<file path="src/rtl/uriscv_axi_pkg.sv">
// Shared AXI constants, bridge FSM state type and the strobe-to-size helper for uriscv_axi_bridge.
package uriscv_axi_pkg;

  localparam logic [1:0] RespOkay   = 2'b00;
  localparam logic [1:0] RespExOkay = 2'b01;
  localparam logic [1:0] RespSlvErr = 2'b10;
  localparam logic [1:0] RespDecErr = 2'b11;

  localparam logic [1:0] BurstFixed = 2'b00;
  localparam logic [1:0] BurstIncr  = 2'b01;
  localparam logic [1:0] BurstWrap  = 2'b10;

  typedef enum logic [2:0] {
    StIdle,
    StWr,
    StWrResp,
    StRdAddr,
    StRdData
  } state_e;

  // Strobes are zero-extended to 8 bits so one helper serves 32- and 64-bit buses.
  function automatic logic [2:0] size_from_strb(input logic [7:0] strb, input int unsigned strb_w);
    logic [2:0] full_size;
    logic [7:0] full_mask;
    full_size = (strb_w == 8) ? 3'd3 : 3'd2;
    full_mask = (strb_w == 8) ? 8'hff : 8'h0f;
    if (strb == full_mask) begin
      return full_size;
    end else if (strb != 8'h00 && (strb & (strb - 8'd1)) == 8'h00) begin
      return 3'd0;
    end else if (strb == 8'h03 || strb == 8'h0c || strb == 8'h30 || strb == 8'hc0) begin
      return 3'd1;
    end
    return full_size;
  endfunction

endpackage

</file>
<file path="src/rtl/uriscv_axi_rr_arb.sv">
// Two-requester round-robin arbiter; on a tie the port not granted last wins, D wins after reset.
module uriscv_axi_rr_arb (
  input  logic clk,
  input  logic rst_n,
  input  logic i_req_i,
  input  logic d_req_i,
  input  logic update_i,
  output logic i_gnt_o,
  output logic d_gnt_o
);

  logic last_d_q;

  assign d_gnt_o = d_req_i & (~i_req_i | ~last_d_q);
  assign i_gnt_o = i_req_i & ~d_gnt_o;

  always_ff @(posedge clk or negedge rst_n) begin
    if (!rst_n) begin
      last_d_q <= 1'b0;
    end else if (update_i && (i_req_i || d_req_i)) begin
      last_d_q <= d_gnt_o;
    end
  end

endmodule

</file>
<file path="src/rtl/uriscv_axi_bridge.sv">
// Bridges the uriscv fetch and data ports onto a single-beat AXI master.
// Define URISCV_AXI_BRIDGE_ERR_EN to enable sticky bus-error capture on err_o/err_addr_o.
module uriscv_axi_bridge
  import uriscv_axi_pkg::*;
#(
  parameter int unsigned ADDR_W = 32,
  parameter int unsigned DATA_W = 32,
  localparam int unsigned STRB_W = DATA_W / 8
) (
  input  logic              clk,
  input  logic              rst_n,
  input  logic              i_rd_i,
  input  logic [ADDR_W-1:0] i_addr_i,
  output logic              i_accept_o,
  output logic              i_valid_o,
  output logic [DATA_W-1:0] i_rdata_o,
  input  logic              d_rd_i,
  input  logic [STRB_W-1:0] d_wr_i,
  input  logic [ADDR_W-1:0] d_addr_i,
  input  logic [DATA_W-1:0] d_wdata_i,
  output logic              d_accept_o,
  output logic              d_ack_o,
  output logic [DATA_W-1:0] d_rdata_o,
  output logic [ADDR_W-1:0] awaddr_o,
  output logic [3:0]        awlen_o,
  output logic [2:0]        awsize_o,
  output logic [1:0]        awburst_o,
  output logic              awvalid_o,
  input  logic              awready_i,
  output logic [DATA_W-1:0] wdata_o,
  output logic [STRB_W-1:0] wstrb_o,
  output logic              wlast_o,
  output logic              wvalid_o,
  input  logic              wready_i,
  input  logic [1:0]        bresp_i,
  input  logic              bvalid_i,
  output logic              bready_o,
  output logic [ADDR_W-1:0] araddr_o,
  output logic [3:0]        arlen_o,
  output logic [2:0]        arsize_o,
  output logic [1:0]        arburst_o,
  output logic              arvalid_o,
  input  logic              arready_i,
  input  logic [DATA_W-1:0] rdata_i,
  input  logic              rlast_i,
  input  logic [1:0]        rresp_i,
  input  logic              rvalid_i,
  output logic              rready_o,
  output logic              err_o,
  output logic [ADDR_W-1:0] err_addr_o,
  input  logic              err_clr_i
);

  localparam logic [2:0] FullSize = (DATA_W == 64) ? 3'd3 : 3'd2;

  state_e            state_q;
  logic [ADDR_W-1:0] addr_q;
  logic [DATA_W-1:0] wdata_q, i_rdata_q, d_rdata_q;
  logic [STRB_W-1:0] strb_q;
  logic              owner_d_q, aw_done_q, w_done_q;
  logic              awvalid_q, wvalid_q, bready_q, arvalid_q, rready_q;
  logic              i_accept_q, d_accept_q, i_valid_q, d_ack_q;
  logic              i_gnt, d_gnt, d_req, idle;
  logic              aw_hs, w_hs, b_hs, ar_hs, r_hs;
  logic [7:0]        strb8;

  assign d_req = d_rd_i | (|d_wr_i);
  assign idle  = (state_q == StIdle);
  assign aw_hs = awvalid_q & awready_i;
  assign w_hs  = wvalid_q & wready_i;
  assign b_hs  = bready_q & bvalid_i;
  assign ar_hs = arvalid_q & arready_i;
  assign r_hs  = rready_q & rvalid_i;

  uriscv_axi_rr_arb u_arb (
    .clk      (clk),
    .rst_n    (rst_n),
    .i_req_i  (i_rd_i),
    .d_req_i  (d_req),
    .update_i (idle),
    .i_gnt_o  (i_gnt),
    .d_gnt_o  (d_gnt)
  );

  always_ff @(posedge clk or negedge rst_n) begin
    if (!rst_n) begin
      state_q    <= StIdle;
      addr_q     <= '0;
      wdata_q    <= '0;
      strb_q     <= '0;
      owner_d_q  <= 1'b0;
      aw_done_q  <= 1'b0;
      w_done_q   <= 1'b0;
      awvalid_q  <= 1'b0;
      wvalid_q   <= 1'b0;
      bready_q   <= 1'b0;
      arvalid_q  <= 1'b0;
      rready_q   <= 1'b0;
      i_accept_q <= 1'b0;
      d_accept_q <= 1'b0;
      i_valid_q  <= 1'b0;
      d_ack_q    <= 1'b0;
      i_rdata_q  <= '0;
      d_rdata_q  <= '0;
    end else begin
      i_accept_q <= 1'b0;
      d_accept_q <= 1'b0;
      i_valid_q  <= 1'b0;
      d_ack_q    <= 1'b0;
      case (state_q)
        StIdle: begin
          aw_done_q <= 1'b0;
          w_done_q  <= 1'b0;
          if (d_gnt) begin
            d_accept_q <= 1'b1;
            owner_d_q  <= 1'b1;
            addr_q     <= d_addr_i;
            wdata_q    <= d_wdata_i;
            strb_q     <= d_wr_i;
            state_q    <= (|d_wr_i) ? StWr : StRdAddr;
          end else if (i_gnt) begin
            i_accept_q <= 1'b1;
            owner_d_q  <= 1'b0;
            addr_q     <= i_addr_i;
            strb_q     <= '0;
            state_q    <= StRdAddr;
          end
        end
        // AW and W are raised together on the first WR cycle and retire independently.
        StWr: begin
          if (aw_hs) begin
            awvalid_q <= 1'b0;
            aw_done_q <= 1'b1;
          end else if (!aw_done_q) begin
            awvalid_q <= 1'b1;
          end
          if (w_hs) begin
            wvalid_q <= 1'b0;
            w_done_q <= 1'b1;
          end else if (!w_done_q) begin
            wvalid_q <= 1'b1;
          end
          if ((aw_done_q || aw_hs) && (w_done_q || w_hs)) begin
            bready_q <= 1'b1;
            state_q  <= StWrResp;
          end
        end
        StWrResp: begin
          if (b_hs) begin
            bready_q <= 1'b0;
            d_ack_q  <= 1'b1;
            state_q  <= StIdle;
          end
        end
        StRdAddr: begin
          if (ar_hs) begin
            arvalid_q <= 1'b0;
            rready_q  <= 1'b1;
            state_q   <= StRdData;
          end else begin
            arvalid_q <= 1'b1;
          end
        end
        StRdData: begin
          if (r_hs) begin
            rready_q <= 1'b0;
            state_q  <= StIdle;
            if (owner_d_q) begin
              d_rdata_q <= rdata_i;
              d_ack_q   <= 1'b1;
            end else begin
              i_rdata_q <= rdata_i;
              i_valid_q <= 1'b1;
            end
          end
        end
        default: state_q <= StIdle;
      endcase
    end
  end

  always_comb begin
    strb8 = '0;
    strb8[STRB_W-1:0] = strb_q;
  end

  assign i_accept_o = i_accept_q;
  assign i_valid_o  = i_valid_q;
  assign i_rdata_o  = i_rdata_q;
  assign d_accept_o = d_accept_q;
  assign d_ack_o    = d_ack_q;
  assign d_rdata_o  = d_rdata_q;
  assign awaddr_o   = addr_q;
  assign awlen_o    = 4'd0;
  assign awsize_o   = size_from_strb(strb8, STRB_W);
  assign awburst_o  = BurstIncr;
  assign awvalid_o  = awvalid_q;
  assign wdata_o    = wdata_q;
  assign wstrb_o    = strb_q;
  assign wlast_o    = 1'b1;
  assign wvalid_o   = wvalid_q;
  assign bready_o   = bready_q;
  assign araddr_o   = addr_q;
  assign arlen_o    = 4'd0;
  assign arsize_o   = FullSize;
  assign arburst_o  = BurstIncr;
  assign arvalid_o  = arvalid_q;
  assign rready_o   = rready_q;

`ifdef URISCV_AXI_BRIDGE_ERR_EN
  logic              err_q, err_set;
  logic [ADDR_W-1:0] err_addr_q;
  logic              unused_sig;

  assign err_set = (b_hs && bresp_i != RespOkay) || (r_hs && rresp_i != RespOkay);

  // Set beats clear so an error landing with err_clr_i is never lost.
  always_ff @(posedge clk or negedge rst_n) begin
    if (!rst_n) begin
      err_q      <= 1'b0;
      err_addr_q <= '0;
    end else if (err_set) begin
      err_q <= 1'b1;
      if (!err_q) err_addr_q <= addr_q;
    end else if (err_clr_i) begin
      err_q <= 1'b0;
    end
  end

  assign err_o      = err_q;
  assign err_addr_o = err_addr_q;
  assign unused_sig = rlast_i;
`else
  logic unused_sig;
  assign err_o      = 1'b0;
  assign err_addr_o = '0;
  assign unused_sig = ^{rlast_i, bresp_i, rresp_i, err_clr_i};
`endif

endmodule

</file>
<file path="config.mk">
export PLATFORM = sky130hd
export DESIGN_NAME = uriscv_axi_bridge
export DESIGN_NICKNAME = d
export VERILOG_FILES = /design/src/rtl/uriscv_axi_pkg.sv /design/src/rtl/uriscv_axi_rr_arb.sv /design/src/rtl/uriscv_axi_bridge.sv
export SDC_FILE = /design/constraint.sdc
export NUM_CORES = 1
export LEC_CHECK = 0
export ABC_AREA = 0
export CORE_AREA = 2 2 144 146
export DETAILED_ROUTE_END_ITERATION = 6
export DIE_AREA = 0 0 146 148
export PLACE_DENSITY_LB_ADDON = 0.15
export SLEW_MARGIN = 20
export SYNTH_ARGS = -nofsm -noshare
export SYNTH_HDL_FRONTEND = slang
export SYNTH_SLANG_ARGS = --single-unit
</file>
<file path="constraint.sdc">
create_clock -name clk -period 5.5 [get_ports clk]
set_input_delay 1.375 -clock clk [delete_from_list [all_inputs] [get_ports clk]]
set_output_delay 1.375 -clock clk [all_outputs]
set_load 0.005 [all_outputs]
</file>
==> flow_summary.toml <==
[sta]
hold_violations = 0
setup_viol = 0
worst_pin_slew_ns = 0.845
skew_ns = 0.0122
slew_violations = 0
setup_tns_ns = 0
setup_ws_ns = 2.06
period_minus_slack_ns = 3.44
slew_headroom = 0.437
max_freq_mhz = 291
rsz0062_at_grt = "false"
timing.final.crit_share = 0.625

[synthesis]
yosys_warnings = 0
ys_seq_area_frac = 0.566
synth_top_area_frac = 0.566
synthesis.area_mm2 = 0.00655
syn_area_per_cell_um2 = 12.7
ys_top_cells_by_area = "dfrtp_1, mux2_2, buf_4"
ys_types = 34
ys_seq_elements = 148
syn_inst = 516
synth_top_cell_by_area = "dfrtp_1"

[cts]
postCtsHoldBufs = 0
cts.clk_slew.worst_paths_ns = 0.06
cts_max_level = 4
cts_tree = "built"
cts_buffers = 17
cts_setup_buffers = 0
root_buffer = "clkbuf_16"
insertion_delay_ns = 0.42
clockBufferDepth = 2
cts-resized-gates = 0
clock_sinks = 148

[pwr]
cellLeakagePower_nw = 4.50
total_power_mw = 5.48
vdd_drop_max_mv = 0.237
power_density_mw_per_mm2 = 544

[die]
die_w_um = 146
ios = 372
dieArea_mm2 = 0.0216
fp-row-count = 52
die_height_um = 148
start_util = 0.327
core_region_area_mm2 = 0.0200

[place]
place_ws_ns = 1.65
placed_area_mm2 = 0.00953
gp_congestion = 0.768
dp_cells = 1050
numPortBuffers = 315
dp_hpwl_um = 14200

[detailed_routing]
vias = 4773
wl_met1_um = 7400
highest_layer = "met4"
wl_met3_um = 1690
vias_per_cell = 4.41
antenna_left = 0
wirelength_um = 19000
initialDrtViolationCount = 151
drt_pass1_iterations = 4
dr_wl_met2_um = 9740
wl_per_cell_um = 17.6
drc = 0

[global_route]
grt-ovfl-total = 0
grt_max_degree = 93
antenna_found_initial = 0
grt_pass1_wl_um = 28500
track_usage = 0.173
first_global_vias = 4837

[layout]
drive_above_1_share = 0.167
syn2layout_area_growth_pct = 53.9
num_antenna_cells = 0
n_fill_cell = 1803
layout_commonest_cell = "clkdlybuf4s50_1"
design_area_mm2 = 0.0101
fin_cells = 1082
multi_input_area_mm2 = 0.00228
final_cell_mix = "clkdlybuf4s50_1, dfrtp_1, mux2_2, conb_1, nor2_1"
fin_nets = 946
seqCellArea_mm2 = 0.00370

[setup_path]
start_kind = "primary input"
crit_type = "in2reg"
max_stage_delay_ns = 0.62
critPathTopFamily = "buffers and inverters"
cp.arrival_ns = 3.73
crit_slowest_cell = "and2_4"
critPathMaxFanout = 39
path_cells = "clkdlybuf4s50_1 -> nor4_4 -> a22oi_2 -> buf_4 -> and2_4 -> mux2_2"
endpoint_kind = "flip-flop"
cp_data_required_time_ns = 5.79
path_buf_inv = 2

[outcome]
status = "finished clean"

[min_path]
hp-class = "reg2reg"

[job]
cap_violations = 0
==> kinds of logic after synthesis <==
family                 Yosys count  share of synthesized area
AO/OA/AOI/OAI                   62                     0.0556
buffers and inverters          109                      0.115
flip-flops                     148                      0.566
multiplexers                   128                      0.215
XOR/XNOR                         1                    0.00134
AND/OR/NAND/NOR                 66                     0.0453
other                            2                    0.00115
==> cells in the mapped netlist <==
library cell and instances:
a21boi_0 2, a21o_1 2, a21oi_1 38, a22o_1 4, a22oi_2 1, a31oi_1 4, a32o_1 1, a32oi_1 1
a41oi_1 2, and2_4 1, and3_1 1, buf_2 10, buf_4 85, buf_6 2, clkbuf_1 7, conb_1 2
dfrtp_1 148, inv_1 5, mux2_1 1, mux2_2 93, mux2_4 2, mux2i_1 32, nand2_1 9, nand2b_1 1
nand3_1 6, nand3b_1 1, nor2_1 41, nor2b_1 1, nor3_1 2, nor4_1 1, nor4_4 1, o21ai_0 7
or2_2 1, xnor2_1 1
==> flip-flops by register name, indices dropped and copies added, names as in the netlist, 3 cells and up <==
| signal | flops |
|---|---|
| wdata_o | 32 |
| araddr_o | 32 |
| d_rdata_o | 32 |
| wstrb_o | 4 |
| state_q | 3 |
| i_rdata_o | 32 |
==> worst reg2reg max path, stage by stage (launching register included) <==
cell and delay, ns:
dfrtp_1 0.52, nor3_1 0.58, and2_4 0.65, mux2_2 0.42
==> final cells by class <==
type,count,share of cell area
Sequential cell,148,0.368
Tap cell,270,0.0335
Timing Repair Buffer,320,0.317
Clock inverter,12,0.00944
Clock buffer,20,0.0444
Inverter,5,0.00186
Multi-Input combinational cell,307,0.226
==> final timing paths <==
| path | from | to | slack, ns | cells after the start |
|---|---|---|---|---|
| setup / recovery | d_wr_i[2] | wdata_o[17] | 2.06 | 6 |
| min in group asynchronous | rst_n | d_rdata_o[5] | 1.01 | 1 |
| max in group asynchronous | rst_n | wdata_o[11] | 3.11 | 2 |
| hold reg to reg | wdata_o[30] | wdata_o[30] | 0.50 | 1 |
| hold / removal | wdata_o[30] | wdata_o[30] | 0.50 | 1 |
| setup reg to reg | state_q[0] | wdata_o[17] | 3.21 | 3 |
==> power by group <==
group / total (mW) / internal [mW] / switching, mW
logic: 2.47 / 1.60 / 0.869
registers: 1.94 / 1.60 / 0.337
clock network: 1.07 / 0.595 / 0.473
total: 5.48 / 3.80 / 1.68
==> routing by layer <==
metal | global-route usage | vias to the layer above
met3 | 0.0713 | 16
met5 | 0 | -
met2 | 0.296 | 206
met4 | 0.0461 | 0
met1 | 0.202 | 2329
li1 | - | 2222
==> stage by stage <==
stage          hold WS [ns]   util
2_1_floorplan         0.463      -
3_3_place_gp          0.472  0.476
3_5_place_dp          0.492  0.476
4_1_cts               0.506  0.503
5_1_grt               0.517  0.503
6_report              0.498  0.503
Note: power is estimated with default switching activity, not from simulation.
